<file path="config.mk">
export PLATFORM = sky130hd
export DESIGN_NAME = rom_stream_reader
export DESIGN_NICKNAME = d
export VERILOG_FILES = /design/src/rtl/rom_stream_reader.sv
export SDC_FILE = /design/constraint.sdc
export NUM_CORES = 1
export LEC_CHECK = 0
export CAP_MARGIN = 15
export CORE_MARGIN = 2
export CORE_UTILIZATION = 30
export DETAILED_ROUTE_END_ITERATION = 10
export PLACE_DENSITY = 0.56
export SETUP_SLACK_MARGIN = 0.02
export SYNTH_ARGS = -nofsm -noshare
export SYNTH_HDL_FRONTEND = slang
export SYNTH_SLANG_ARGS = --single-unit
</file>
<file path="constraint.sdc">
create_clock -name clk -period 2.4 [get_ports clk]
set_input_delay 0.48 -clock clk [delete_from_list [all_inputs] [get_ports clk]]
set_output_delay 0.48 -clock clk [all_outputs]
set_load 0.005 [all_outputs]
</file>
<file path="src/rtl/rom_stream_reader.sv">
// Streams a contiguous byte range out of a parallel boot ROM onto a
// valid/ready interface, with a programmable number of wait cycles per access.
module rom_stream_reader #(
  parameter int AWID   = 18,
  parameter int DWID   = 8,
  parameter int WAIT_W = 4
) (
  input  logic              clk,
  input  logic              rst,
  input  logic              start,
  input  logic              abort,
  input  logic [AWID-1:0]   base_addr,
  input  logic [AWID:0]     length,
  input  logic [WAIT_W-1:0] wait_cyc,
  output logic [AWID-1:0]   rom_addr,
  output logic              rom_ce_n,
  output logic              rom_oe_n,
  input  logic [DWID-1:0]   rom_data,
  output logic [DWID-1:0]   out_data,
  output logic              out_valid,
  input  logic              out_ready,
  output logic              busy,
  output logic              done
);

  typedef enum logic [1:0] {
    IDLE,
    ACCESS,
    OUTPUT
  } state_t;

  state_t            state_q, state_d;
  logic [AWID-1:0]   addr_q, addr_d;
  logic [AWID:0]     rem_q, rem_d;
  logic [WAIT_W-1:0] wait_q, wait_d;
  logic [WAIT_W-1:0] cnt_q, cnt_d;
  logic [DWID-1:0]   data_q, data_d;
  logic              done_q, done_d;
  logic              sel_n_q, sel_n_d;
  logic              valid_q, valid_d;
  logic              busy_q, busy_d;

  always_comb begin
    state_d = state_q;
    addr_d  = addr_q;
    rem_d   = rem_q;
    wait_d  = wait_q;
    cnt_d   = cnt_q;
    data_d  = data_q;
    done_d  = 1'b0;
    if (abort) begin
      state_d = IDLE;
    end else begin
      unique case (state_q)
        IDLE: begin
          if (start) begin
            addr_d = base_addr;
            rem_d  = length;
            wait_d = wait_cyc;
            cnt_d  = wait_cyc;
            if (length == '0) begin
              done_d = 1'b1;
            end else begin
              state_d = ACCESS;
            end
          end
        end
        ACCESS: begin
          if (cnt_q != '0) begin
            cnt_d = cnt_q - 1'b1;
          end else begin
            data_d  = rom_data;
            state_d = OUTPUT;
          end
        end
        OUTPUT: begin
          if (out_ready) begin
            addr_d = addr_q + 1'b1;
            rem_d  = rem_q - 1'b1;
            if (rem_q == 1) begin
              state_d = IDLE;
              done_d  = 1'b1;
            end else begin
              state_d = ACCESS;
              cnt_d   = wait_q;
            end
          end
        end
        default: state_d = IDLE;
      endcase
    end
    // Bus-facing outputs are registered straight from the next state
    sel_n_d = (state_d != ACCESS);
    valid_d = (state_d == OUTPUT);
    busy_d  = (state_d != IDLE);
  end

  always_ff @(posedge clk or posedge rst) begin
    if (rst) begin
      state_q <= IDLE;
      addr_q  <= '0;
      rem_q   <= '0;
      wait_q  <= '0;
      cnt_q   <= '0;
      data_q  <= '0;
      done_q  <= 1'b0;
      sel_n_q <= 1'b1;
      valid_q <= 1'b0;
      busy_q  <= 1'b0;
    end else begin
      state_q <= state_d;
      addr_q  <= addr_d;
      rem_q   <= rem_d;
      wait_q  <= wait_d;
      cnt_q   <= cnt_d;
      data_q  <= data_d;
      done_q  <= done_d;
      sel_n_q <= sel_n_d;
      valid_q <= valid_d;
      busy_q  <= busy_d;
    end
  end

  assign rom_addr  = addr_q;
  assign rom_ce_n  = sel_n_q;
  assign rom_oe_n  = sel_n_q;
  assign out_data  = data_q;
  assign out_valid = valid_q;
  assign busy      = busy_q;
  assign done      = done_q;

endmodule
</file>
==> run_results.csv <==
group,metric,value,unit
global_routing,grt_pass1_wl,16500,um
global_routing,grt_use_total,0.163,
floorplanning,rows,39,
setup_path,r2r_start,"rem_q[4]",
route,ant_nets,0,
place,gp_congestion,0.828,
clock_tree,cts.sinks,59,
power_and_ir_drop,power_density,887,mW/mm2
setup_path,critPathLaunchType,"register",
logic_synthesis,synth_nets,451,
setup_path,crit_family,"simple AND/OR/NAND/NOR gates",
clock_tree,cts_tree,"yes",
hold_path,hold_class,"reg -> reg",
route,avgViaCountPerCell,5.21,
clock_tree,clk_path_buf_depth,2,
cells_and_area,drive_gt1_frac,0.157,
place,port_buffers,84,
route,drt_iter0_markers,157,
status,status,"finished clean",
floorplanning,die_h,112,um
logic_synthesis,syn_avg_cell_area,8.99,um2
floorplanning,num_io_pins,85,
sta,period_needed,2.16,ns
setup_path,path_max_fanout,7,
route,wirelength,9890,um
place,dp_hpwl,7140,um
logic_synthesis,async_reset_ff_frac,1.00,
sta,min_period_over_period,0.899,
logic_synthesis,yosys_warnings,0,
power_and_ir_drop,switching_share,0.317,
setup_path,worst-setup-path-type,"reg -> reg",
global_routing,overflow,0,
floorplanning,core,0.0114,mm2
clock_tree,post_cts_resized,0,
power_and_ir_drop,internal_power,3.03,mW
setup_path,worst-path-buf-inv,0,
clock_tree,ctsHtreeMaxLevel,3,
setup_path,r2r_end,"cnt_q[3]",
power_and_ir_drop,p_sw,1.41,mW
logic_synthesis,netlist_area,0.00349,mm2
sta,fmax,463,MHz
power_and_ir_drop,leakage,1.95,nW
clock_tree,clk_latency,0.33,ns
logic_synthesis,synth-edff-count,0,
power_and_ir_drop,combPwrFrac,0.317,
global_routing,gr-max-usage-layer,"met2",
sta,finalHoldViolCount,0,
global_routing,use_met2,0.255,
global_routing,grt_pass1_vias,3246,
sta,final.setup.tns,0,ns
route,wl_per_cell,15.5,um
logic_synthesis,syn_inst,388,
clock_tree,cts_inserted_buffers,9,
power_and_ir_drop,power,4.44,mW
route,vias,3328,
global_routing,grt_max_degree,60,
global_routing,grt_use_met3,0.0506,
sta,finClkSkew,0.00888,ns
power_and_ir_drop,clkPwrFrac,0.308,
clock_tree,cts_hold_buf,0,
logic_synthesis,yosysTopAreaCell,"dfrtp_1",
setup_path,arrival,2.37,ns
global_routing,met1_usage,0.219,
hold_path,hp-start,"wait_q[1]",
sta,slew_headroom,0.611,
hold_path,hold-path-endpoint,"wait_q[1]",
setup_path,crit_slowest_cell,"or4_1",
floorplanning,die_width,112,um
setup_path,cp-end-kind,"register",
clock_tree,cts_setup_buffers,0,
global_routing,antenna_found_initial,0,
sta,slew_violations,0,
sta,rsz0062_at_grt,"no",
setup_path,critical_path.max_stage_delay,0.59,ns
sta,tightest_slew,0.579,ns
power_and_ir_drop,p_seq_frac,0.375,
setup_path,ff2ff_setup_slack,0.24,ns
cells_and_area,final_common_cell,"clkdlybuf4s50_1",
cells_and_area,final_nets,554,
setup_path,required,2.61,ns
clock_tree,path_clk_slew,0.05,ns
logic_synthesis,ys_types,46,
cells_and_area,final_cell_mix,"clkdlybuf4s50_1 (84), dfrtp_1 (58), a21oi_1 (38)",
route,drc_errors,0,
cells_and_area,area_delta_synth_final,43.3,%
floorplanning,die-area,0.0125,mm2
cells_and_area,antenna_cells,0,
setup_path,r2r_cells,4,
job,cap_violations,0,
logic_synthesis,synthFlopType,"dfrtp_1",
floorplanning,start_util,0.307,
logic_synthesis,ys_seq_area_frac,0.423,
power_and_ir_drop,vdd_drop_max,407,uV
logic_synthesis,synth_top_area_share,0.416,
logic_synthesis,synth_area_leaders,"dfrtp_1 (42%), a21oi_1 (5.4%), o22ai_1 (4.7%)",
hold_path,hold_depth,1,
route,dr.pass1.iters,4,
sta,finalSetupViolCount,0,
logic_synthesis,synth-seq-cells,59,
clock_tree,cts-root-buf,"clkbuf_16",
setup_path,path_cells,"or4_1, nor4_1, nand3b_1, mux2_2",
==> per-stage QoR <==
step / std cells / setup slack (ns) / hold slack [ns] / utilization / cell area (um2)
floorplan: 388 / 0.258 / 0.479 / - / 3490
detailed placement: 623 / 0.0151 / 0.493 / 0.412 / 4680
CTS: 639 / 0.258 / 0.506 / 0.440 / 5000
global route: 639 / 0.0798 / 0.528 / 0.440 / 5000
global placement: 623 / 0.0350 / 0.490 / 0.412 / 4680
finish: 639 / 0.242 / 0.503 / 0.440 / 5000
==> synth_stat cells, types with 9 or more instances <==
| library cell | n |
|---|---|
| o22ai_1 | 26 |
| a21oi_1 | 38 |
| dfrtp_1 | 58 |
| ha_1 | 9 |
| o21ai_0 | 25 |
| nor2_1 | 22 |
| nand2_1 | 35 |
| mux2i_1 | 11 |
| clkbuf_1 | 17 |
| inv_1 | 10 |
| nor3_1 | 14 |
| nand3_1 | 22 |
| mux2_2 | 14 |
| nor4_1 | 13 |
==> worst max-delay path by stage <==
stage	slack, ns	start	end	depth (start not counted)
6_report	0.24	rem_q[4]	cnt_q[3]	4
3_5_place_dp	0.02	out_ready	busy	7
2_1_floorplan	0.26	state_q[0]	rem_q[4]	8
3_3_place_gp	0.03	out_ready	busy	7
4_1_cts	0.26	rem_q[4]	cnt_q[3]	4
5_1_grt	0.08	rem_q[2]	cnt_q[3]	5
==> flip-flops by register name (all words and copies together), names as in the netlist <==
name and cells:
state_q 2, out_data 8, busy 1, rom_ce_n 1, cnt_q 4, rom_addr 18, out_valid 1, wait_q 4
rem_q 19, done 1
==> worst register-to-register path: cells and delay by family (launching register included) <==
kind	cells	cell delay, ns
AND/OR/NAND/NOR	3	1.24
flip-flops	1	0.44
multiplexers	1	0.37
==> routing by layer <==
layer / routed length (um) / up-vias
met3: 611 / 9
met2: 4570 / 85
met5: 0 / -
met4: 72 / 0
met1: 4640 / 1575
li1: - / 1659
==> cell type report <==
class                           instances  area, um2
Fill cell                            1136       6370
Multi-Input combinational cell        296       1890
Sequential cell                        59       1480
Timing Repair Buffer                  115       1100
Clock buffer                            9        225
Tap cell                              143        179
Clock inverter                          7       92.6
Inverter                               10       37.5
==> power groups by stage <==
stage | registers [mW] | logic (mW) | clock network, mW
after floorplan | 1.61 | 0.741 | 0
after global placement | 1.66 | 1.39 | 0
after detailed placement | 1.68 | 1.41 | 0
after CTS | 1.66 | 1.42 | 1.40
after global routing | 1.73 | 1.55 | 1.46
final | 1.66 | 1.41 | 1.37
==> cells by family (layout without fill, tap and decap cells) <==
| logic type | count (synthesis) | in the layout | synth area share |
|---|---|---|---|
| flops | 59 | 59 | 0.423 |
| buf+inv | 33 | 141 | 0.0376 |
| mux | 25 | 25 | 0.0767 |
| compound gates | 113 | 113 | 0.194 |
| fa+ha+maj | 9 | 9 | 0.0323 |
| xor+xnor | 2 | 2 | 0.00502 |
| simple gates | 147 | 147 | 0.231 |
No activity file was read; power rests on OpenSTA's default activity.
